[config.mk]
export PLATFORM = sky130hd
export DESIGN_NAME = pipeline_hazard_ctrl_flat
export DESIGN_NICKNAME = d
export VERILOG_FILES = /design/src/rtl/pipeline_hazard_ctrl_pkg.sv /design/src/rtl/pipeline_hazard_ctrl_if.sv /design/src/rtl/pipeline_hazard_ctrl_hz_perf_counter.sv /design/src/rtl/pipeline_hazard_ctrl.sv /design/src/flat_wrapper.sv
export SDC_FILE = /design/constraint.sdc
export NUM_CORES = 1
export LEC_CHECK = 0
export ABC_CLOCK_PERIOD_IN_PS = 3090
export CAP_MARGIN = 20
export CORE_UTILIZATION = 50
export CTS_CLUSTER_SIZE = 14
export DETAILED_ROUTE_END_ITERATION = 8
export GPL_TIMING_DRIVEN = 0
export HOLD_SLACK_MARGIN = 0.03
export PLACE_DENSITY_LB_ADDON = 0.12
export SETUP_SLACK_MARGIN = 0.15
export SLEW_MARGIN = 25
export SYNTH_ARGS = -nofsm -noshare
export SYNTH_HDL_FRONTEND = slang
export SYNTH_SLANG_ARGS = --single-unit
[constraint.sdc]
create_clock -name clk -period 3.09 [get_ports clk]
set_clock_uncertainty 0.2 [all_clocks]
set_input_delay 0.4635 -clock clk [delete_from_list [all_inputs] [get_ports clk]]
set_output_delay 0.4635 -clock clk [all_outputs]
set_load 0.005 [all_outputs]
[src/rtl/pipeline_hazard_ctrl_pkg.sv]
// Shared definitions for the pipeline hazard controller: state encoding, control bundle,
// register-index width and the NOP the IF/ID register loads on a flush.
package pipeline_hazard_ctrl_pkg;

  localparam int unsigned REG_IDX_W  = 5;
  localparam int unsigned FL_CNT_W   = 3;
  localparam int unsigned WAIT_CNT_W = 16;
  localparam logic [31:0] NOP_INSN   = 32'h0000_0013;

  typedef enum logic [1:0] {
    ST_RUN      = 2'd0,
    ST_FLUSH    = 2'd1,
    ST_MEM_WAIT = 2'd2
  } hz_state_e;

  typedef struct packed {
    logic pc_en;
    logic ifid_en;
    logic ifid_flush;
    logic idex_en;
    logic idex_bubble;
    logic exmem_en;
  } hz_ctrl_t;

  localparam hz_ctrl_t CTRL_RUN      = 6'b110101;
  localparam hz_ctrl_t CTRL_FREEZE   = 6'b000000;
  localparam hz_ctrl_t CTRL_SQUASH   = 6'b111111;
  localparam hz_ctrl_t CTRL_LOAD_USE = 6'b000111;

endpackage

[src/rtl/pipeline_hazard_ctrl_if.sv]
// Hazard-controller bus: ID/EXE/MEM observations in, stage-register controls and
// performance counters out.
interface pipeline_hazard_ctrl_if
  import pipeline_hazard_ctrl_pkg::*;
#(
  parameter int unsigned CNT_W = 32
) ();

  logic [REG_IDX_W-1:0] id_rs1;
  logic [REG_IDX_W-1:0] id_rs2;
  logic                 id_use_rs1;
  logic                 id_use_rs2;
  logic [REG_IDX_W-1:0] ex_rd;
  logic                 ex_memread;
  logic                 ex_redirect;
  logic                 mem_req;
  logic                 mem_ack;

  logic                 pc_en;
  logic                 ifid_en;
  logic                 ifid_flush;
  logic                 idex_en;
  logic                 idex_bubble;
  logic                 exmem_en;
  logic                 mem_err;
  logic [CNT_W-1:0]     stall_cnt;
  logic [CNT_W-1:0]     flush_cnt;

  modport master (
    output id_rs1, id_rs2, id_use_rs1, id_use_rs2, ex_rd, ex_memread,
           ex_redirect, mem_req, mem_ack,
    input  pc_en, ifid_en, ifid_flush, idex_en, idex_bubble, exmem_en,
           mem_err, stall_cnt, flush_cnt
  );

  modport slave (
    input  id_rs1, id_rs2, id_use_rs1, id_use_rs2, ex_rd, ex_memread,
           ex_redirect, mem_req, mem_ack,
    output pc_en, ifid_en, ifid_flush, idex_en, idex_bubble, exmem_en,
           mem_err, stall_cnt, flush_cnt
  );

endinterface

[src/rtl/pipeline_hazard_ctrl_hz_perf_counter.sv]
// Wrapping event counter with synchronous active-low clear and increment enable.
module hz_perf_counter #(
  parameter int unsigned CNT_W = 32
) (
  input  logic             clk,
  input  logic             nrst,
  input  logic             inc_i,
  output logic [CNT_W-1:0] cnt_o
);

  logic [CNT_W-1:0] cnt_q;
  logic [CNT_W-1:0] cnt_d;

  always_comb begin
    cnt_d = cnt_q;
    if (inc_i) cnt_d = cnt_q + CNT_W'(1);
  end

  always_ff @(posedge clk) begin
    if (!nrst) cnt_q <= '0;
    else       cnt_q <= cnt_d;
  end

  assign cnt_o = cnt_q;

endmodule

[src/rtl/pipeline_hazard_ctrl.sv]
// Stall/flush sequencer for the IF/ID, ID/EXE and EXE/MEM registers of the 5-stage pipeline:
// load-use bubbles, wrong-path squash on redirect, and full freeze while data memory is busy.
module pipeline_hazard_ctrl
  import pipeline_hazard_ctrl_pkg::*;
#(
  parameter int unsigned FLUSH_CYCLES = 1,
  parameter int unsigned MEM_TIMEOUT  = 255,
  parameter int unsigned CNT_W        = 32
) (
  input logic                   clk,
  input logic                   nrst,
  pipeline_hazard_ctrl_if.slave bus
);

  hz_state_e             state_q, state_d;
  hz_state_e             ret_q, ret_d;
  hz_state_e             act_state;
  logic [FL_CNT_W-1:0]   fl_q, fl_d;
  logic [WAIT_CNT_W-1:0] wait_q, wait_d;
  logic                  err_q, err_d;
  hz_ctrl_t              ctrl, ctrl_g;
  logic                  act;
  logic                  load_use;
  logic                  mem_stall;
  logic                  stall_eff;
  logic                  flush_inc;

  assign load_use = bus.ex_memread && (bus.ex_rd != '0) &&
                    ((bus.id_use_rs1 && (bus.id_rs1 == bus.ex_rd)) ||
                     (bus.id_use_rs2 && (bus.id_rs2 == bus.ex_rd)));
  assign mem_stall = bus.mem_req && !bus.mem_ack;

  // The ack cycle of MEM_WAIT is decided exactly as the return state would decide it,
  // with the memory stall masked; act_state selects which state's rules apply.
  always_comb begin
    ctrl      = CTRL_RUN;
    state_d   = state_q;
    ret_d     = ret_q;
    fl_d      = fl_q;
    wait_d    = wait_q;
    err_d     = err_q;
    flush_inc = 1'b0;
    act       = 1'b1;
    act_state = state_q;
    stall_eff = mem_stall;

    if (state_q == ST_MEM_WAIT) begin
      stall_eff = 1'b0;
      if (wait_q != '1) wait_d = wait_q + WAIT_CNT_W'(1);
      if (wait_q == WAIT_CNT_W'(MEM_TIMEOUT)) err_d = 1'b1;
      if (bus.mem_ack) begin
        act_state = ret_q;
      end else begin
        act  = 1'b0;
        ctrl = CTRL_FREEZE;
      end
    end

    if (act) begin
      case (act_state)
        ST_FLUSH: begin
          if (stall_eff) begin
            ctrl    = CTRL_FREEZE;
            state_d = ST_MEM_WAIT;
            ret_d   = ST_FLUSH;
            wait_d  = WAIT_CNT_W'(1);
          end else begin
            ctrl = CTRL_SQUASH;
            if (bus.ex_redirect) begin
              flush_inc = 1'b1;
              fl_d      = FL_CNT_W'(FLUSH_CYCLES - 1);
              state_d   = ST_FLUSH;
            end else if (fl_q <= FL_CNT_W'(1)) begin
              fl_d    = '0;
              state_d = ST_RUN;
            end else begin
              fl_d    = fl_q - FL_CNT_W'(1);
              state_d = ST_FLUSH;
            end
          end
        end
        default: begin
          state_d = ST_RUN;
          if (stall_eff) begin
            ctrl    = CTRL_FREEZE;
            state_d = ST_MEM_WAIT;
            ret_d   = ST_RUN;
            wait_d  = WAIT_CNT_W'(1);
          end else if (bus.ex_redirect) begin
            ctrl      = CTRL_SQUASH;
            flush_inc = 1'b1;
            if (FLUSH_CYCLES > 1) begin
              fl_d    = FL_CNT_W'(FLUSH_CYCLES - 1);
              state_d = ST_FLUSH;
            end
          end else if (load_use) begin
            ctrl = CTRL_LOAD_USE;
          end
        end
      endcase
    end
  end

  always_ff @(posedge clk) begin
    if (!nrst) begin
      state_q <= ST_RUN;
      ret_q   <= ST_RUN;
      fl_q    <= '0;
      wait_q  <= '0;
      err_q   <= 1'b0;
    end else begin
      state_q <= state_d;
      ret_q   <= ret_d;
      fl_q    <= fl_d;
      wait_q  <= wait_d;
      err_q   <= err_d;
    end
  end

  assign ctrl_g = nrst ? ctrl : CTRL_FREEZE;

  assign bus.pc_en       = ctrl_g.pc_en;
  assign bus.ifid_en     = ctrl_g.ifid_en;
  assign bus.ifid_flush  = ctrl_g.ifid_flush;
  assign bus.idex_en     = ctrl_g.idex_en;
  assign bus.idex_bubble = ctrl_g.idex_bubble;
  assign bus.exmem_en    = ctrl_g.exmem_en;
  assign bus.mem_err     = err_q;

  hz_perf_counter #(.CNT_W(CNT_W)) u_stall_cnt (
    .clk   (clk),
    .nrst  (nrst),
    .inc_i (nrst && !ctrl_g.pc_en),
    .cnt_o (bus.stall_cnt)
  );

  hz_perf_counter #(.CNT_W(CNT_W)) u_flush_cnt (
    .clk   (clk),
    .nrst  (nrst),
    .inc_i (nrst && flush_inc),
    .cnt_o (bus.flush_cnt)
  );

endmodule

[src/flat_wrapper.sv]
// flat-port wrapper written by rule: the top's interface ports become plain ports
module pipeline_hazard_ctrl_flat import pipeline_hazard_ctrl_pkg::*;
#(
  parameter int unsigned FLUSH_CYCLES = 1,
  parameter int unsigned MEM_TIMEOUT  = 255,
  parameter int unsigned CNT_W        = 32
)
  (clk, nrst, bus_id_rs1, bus_id_rs2, bus_id_use_rs1, bus_id_use_rs2, bus_ex_rd, bus_ex_memread, bus_ex_redirect, bus_mem_req, bus_mem_ack, bus_pc_en, bus_ifid_en, bus_ifid_flush, bus_idex_en, bus_idex_bubble, bus_exmem_en, bus_mem_err, bus_stall_cnt, bus_flush_cnt);
  pipeline_hazard_ctrl_if #(.CNT_W(CNT_W)) bus_i ();
  input logic clk;
  input logic nrst;
  input wire logic [$bits(bus_i.id_rs1)-1:0] bus_id_rs1;
  input wire logic [$bits(bus_i.id_rs2)-1:0] bus_id_rs2;
  input wire logic [$bits(bus_i.id_use_rs1)-1:0] bus_id_use_rs1;
  input wire logic [$bits(bus_i.id_use_rs2)-1:0] bus_id_use_rs2;
  input wire logic [$bits(bus_i.ex_rd)-1:0] bus_ex_rd;
  input wire logic [$bits(bus_i.ex_memread)-1:0] bus_ex_memread;
  input wire logic [$bits(bus_i.ex_redirect)-1:0] bus_ex_redirect;
  input wire logic [$bits(bus_i.mem_req)-1:0] bus_mem_req;
  input wire logic [$bits(bus_i.mem_ack)-1:0] bus_mem_ack;
  output wire logic [$bits(bus_i.pc_en)-1:0] bus_pc_en;
  output wire logic [$bits(bus_i.ifid_en)-1:0] bus_ifid_en;
  output wire logic [$bits(bus_i.ifid_flush)-1:0] bus_ifid_flush;
  output wire logic [$bits(bus_i.idex_en)-1:0] bus_idex_en;
  output wire logic [$bits(bus_i.idex_bubble)-1:0] bus_idex_bubble;
  output wire logic [$bits(bus_i.exmem_en)-1:0] bus_exmem_en;
  output wire logic [$bits(bus_i.mem_err)-1:0] bus_mem_err;
  output wire logic [$bits(bus_i.stall_cnt)-1:0] bus_stall_cnt;
  output wire logic [$bits(bus_i.flush_cnt)-1:0] bus_flush_cnt;
  assign bus_i.id_rs1 = bus_id_rs1;
  assign bus_i.id_rs2 = bus_id_rs2;
  assign bus_i.id_use_rs1 = bus_id_use_rs1;
  assign bus_i.id_use_rs2 = bus_id_use_rs2;
  assign bus_i.ex_rd = bus_ex_rd;
  assign bus_i.ex_memread = bus_ex_memread;
  assign bus_i.ex_redirect = bus_ex_redirect;
  assign bus_i.mem_req = bus_mem_req;
  assign bus_i.mem_ack = bus_mem_ack;
  assign bus_pc_en = bus_i.pc_en;
  assign bus_ifid_en = bus_i.ifid_en;
  assign bus_ifid_flush = bus_i.ifid_flush;
  assign bus_idex_en = bus_i.idex_en;
  assign bus_idex_bubble = bus_i.idex_bubble;
  assign bus_exmem_en = bus_i.exmem_en;
  assign bus_mem_err = bus_i.mem_err;
  assign bus_stall_cnt = bus_i.stall_cnt;
  assign bus_flush_cnt = bus_i.flush_cnt;
  pipeline_hazard_ctrl #(.FLUSH_CYCLES(FLUSH_CYCLES), .MEM_TIMEOUT(MEM_TIMEOUT), .CNT_W(CNT_W)) u_core (.clk(clk), .nrst(nrst), .bus(bus_i));
endmodule
==> key figures <==
Drt
  – Initial DRC Count: between 200 and 250
  – First-pass DRT Iterations: 8
  – Via Count: around 4100
  – Post-DRT Antenna Nets: 0
  – Per-cell routed wire length: roughly 15 µm
  – Vias per cell: 5.638
  – Total length of routed wires: 10900 µm
  – # DRC: 0

Logic synthesis
  – Post-synthesis xor/xnor area fraction: 0.1049
  – Syn_area_per_cell: ~8.2 µm²
  – Adder-cell share of the synthesized area: 0.01470
  – Yosys cell types: 47
  – Sequential area share after synthesis: 0.4092
  – Multiplexer share of the synthesized area: 0.004703
  – Asr flop ratio synth: 0
  – EDFF count, synth: 0
  – Number of synthesis warnings: 0
  – Synth Register Bits: 87
  – Netlist area before placement: 4257 µm²
  – Post-synthesis compound-gate area fraction: 0.1202
  – Cells after Synth: between 500 and 600
  – Net count after synthesis: approximately 550
  – Largest family of logic cells by synthesized area: simple AND/OR/NAND/NOR gates
  – Post-Synth Simple-Gate Area: 0.3078
  – Most used DFF post-synth: dfxtp_1

CTS
  – Clock Latency Late Sink: 0.36 ns
  – CTS tree: yes
  – Clock H-tree levels: 3
  – TritonCTS buffer count: 9
  – Register clock-pin slew on the reported worst setup and hold paths: about 0.080 ns
  – CTS Sinks: 87
  – Clock root cell: clkbuf_8
  – Clock Path Buffers: 2

Worst setup path
  – Slowest cell on the critical path: or4_4
  – Crit. End Element: output port
  – Slowest stage delay, CP: about 0.56 ns
  – Critical path class: input port to output port
  – Worst EP arrival: 2.23 ns
  – CP required: 2.43 ns
  – Crit path cell chain: dlygate4sd2_1, or4_4, o21ai_4, nor2_4, a21oi_2, clkdlybuf4s50_1
  – Startpoint Class: input port
  – CP Max Fanout: 3
  – Reg2reg path depth: 6

Global route
  – Initial antenna violation count: 0
  – Largest net degree at the start of global routing: 16
  – First-pass GRT wire length: around 18000 µm
  – Total gr overflow: 0
  – Vias in the first global route: 3860
  – Total Routing Usage GR: 0.2530

Timing
  – Endpoints failing setup: 0
  – Fin. Hold Viols: 0
  – Final Cycle Share: 0.9361
  – RSZ-0062 raised after global routing: yes
  – Fin crit period: just under 3 ns
  – Worst hold slack: approximately 0.28 ns
  – Least-Margin Pin Slew: between 0.6 and 0.7 ns
  – Final max-slew violation count: 0
  – Headroom to the max-slew limit: 0.5627
  – FMAX: between 0.3 and 0.4 GHz

Layout
  – Leading cell type in the layout, fill and taps excluded: dfxtp_1
  – Fill cell count: roughly 700
  – Antenna cells: 0
  – Final #Nets: around 650
  – Fraction of layout cells with a size suffix above 1: 0.06667
  – Area Growth Syn to Fin: 30.95%
  – Most frequent cells in the layout: dfxtp_1, clkdlybuf4s50_1, nor2_1, nand2_1, a21oi_1

Floorplan
  – Die area: 8886 µm²
  – I/O pin count: 94
  – Rows: 33
  – CORE AREA: 8217 µm²
  – Initial Util: 0.5180
  – Die H: 94.27 µm
  – Chip width: around 94 µm

Place
  – Routability cong.: around 0.81
  – Post-DP HPWL: approximately 7800 µm
  – Port Buffers: 92

Run
  – Max Cap Violations: 0

Pwr
  – Cell Pwr Density: ~380 nW/µm²
  – VDD IR-drop max: between 0.3 and 0.4 mV
  – Leakage: between 1.5 and 2 nW
  – Overall Power: approximately 2.1 mW

Min path
  – Hold Path Stages: 2
  – Min-Delay Path Class: register to register

Outcome
  – Status: completed
==> critical path, delay by kind of cell <==
| family | cells | cell delay (ns) |
|---|---|---|
| AOI/OAI and AO/OA | 2 | 0.34 |
| and+or+nand+nor | 2 | 0.61 |
| buffers and inverters | 2 | 0.81 |
==> path summary, 6_finish.rpt <==
| check | startpoint | to | slack, ns |
|---|---|---|---|
| min | u_core.u_stall_cnt.cnt_o[31] | u_core.u_stall_cnt.cnt_o[31] | 0.28 |
| min reg2reg | u_core.u_stall_cnt.cnt_o[31] | u_core.u_stall_cnt.cnt_o[31] | 0.28 |
| max reg2reg | u_core.u_stall_cnt.cnt_o[0] | u_core.u_stall_cnt.cnt_o[28] | 0.64 |
| max | bus_ex_rd[4] | bus_ifid_en | 0.20 |
==> layer usage <==
metal / up-vias / global-route usage / wire, µm / part of all wire
met2: 149 / 0.4275 / 5149 / 0.47
met3: 15 / 0.05825 / 768 / 0.070
met1: 1911 / 0.3116 / 4788 / 0.44
li1: 2069 / - / - / -
met4: 0 / 0.09231 / 192 / 0.018
met5: - / 0 / 0 / 0
==> synthesized netlist by cell type (4+ instances only) <==
cell	count	share of area
or4_1	9	0.016
dfxtp_1	87	0.41
o21ai_1	7	0.0082
nor3_1	17	0.020
o21ai_0	18	0.021
buf_2	5	0.0059
a21oi_1	36	0.042
buf_4	4	0.0071
o31ai_1	7	0.012
nand3_1	32	0.038
nand2_1	36	0.032
xnor2_1	29	0.060
clkbuf_1	15	0.013
o21a_1	5	0.0088
xor2_1	22	0.045
nor4_1	10	0.015
or3_1	23	0.034
and3_1	12	0.018
inv_1	11	0.0097
nand2b_1	4	0.0059
nor2_1	61	0.054
and4_1	5	0.010
and2_1	4	0.0059
nand4_1	25	0.037
ha_1	5	0.015
==> timing repair <==
| action | in CTS | in global routing |
|---|---|---|
| hold buffers | 0 | 0 |
| pin swaps | 4 | 1 |
| cloned | 0 | 0 |
| resized for setup | 19 | 1 |
| endpoints found under the setup margin | 6 | 2 |
| buffers inserted | 3 | 0 |
==> registers in the layout, indices dropped and copies added (netlist names) <==
name and flops:
u_core.bus.mem_err 1, u_core.state_q 2, u_core.fl_q 3, u_core.ret_q 1, u_core.u_stall_cnt.cnt_o 32, u_core.u_flush_cnt.cnt_o 32, u_core.wait_q 16
==> kinds of logic (layout without fill, tap and decap cells) <==
logic type               after synthesis  after routing
buffers and inverters                 38            149
AND/OR/NAND/NOR                      249            249
XOR/XNOR                              51             51
adder cells (fa/ha/maj)                5              5
flip-flops                            87             87
AO/OA/AOI/OAI                         87             87
multiplexers                           2              2
==> layout make-up <==
cell class / instances / area, µm² / area share
Clock inverter: 6 / 67.56 / 0.01212
Clock buffer: 10 / 137.6 / 0.02469
Tap cell: 105 / 131.4 / 0.02357
Timing Repair Buffer: 95 / 937.1 / 0.1681
Sequential cell: 87 / 1742 / 0.3125
Multi-Input combinational cell: 394 / 2384 / 0.4276
Inverter: 12 / 45.04 / 0.008081
Buffer: 26 / 130.1 / 0.02334
==> through the flow <==
stage / instances / util / setup slack (ns) / setup TNS, ns / instance area (µm²)
floorplan: 519 / - / 0.7974 / 0 / 4257
global placement: 716 / 0.6461 / -0.2594 / -0.5404 / 5309
detailed placement: 716 / 0.6461 / -0.2516 / -0.8196 / 5309
CTS: 735 / 0.6781 / 0.1672 / 0 / 5572
global route: 735 / 0.6784 / 0.1417 / 0 / 5574
finish: 735 / 0.6784 / 0.1976 / 0 / 5574
==> report_power, final <==
part / total, mW / switching [mW] / internal (mW)
clock network: 0.826 / 0.425 / 0.400
logic: 0.150 / 0.0785 / 0.0716
registers: 1.13 / 0.00785 / 1.13
total: 2.11 / 0.512 / 1.60
Power figures use the tool's default switching activity.
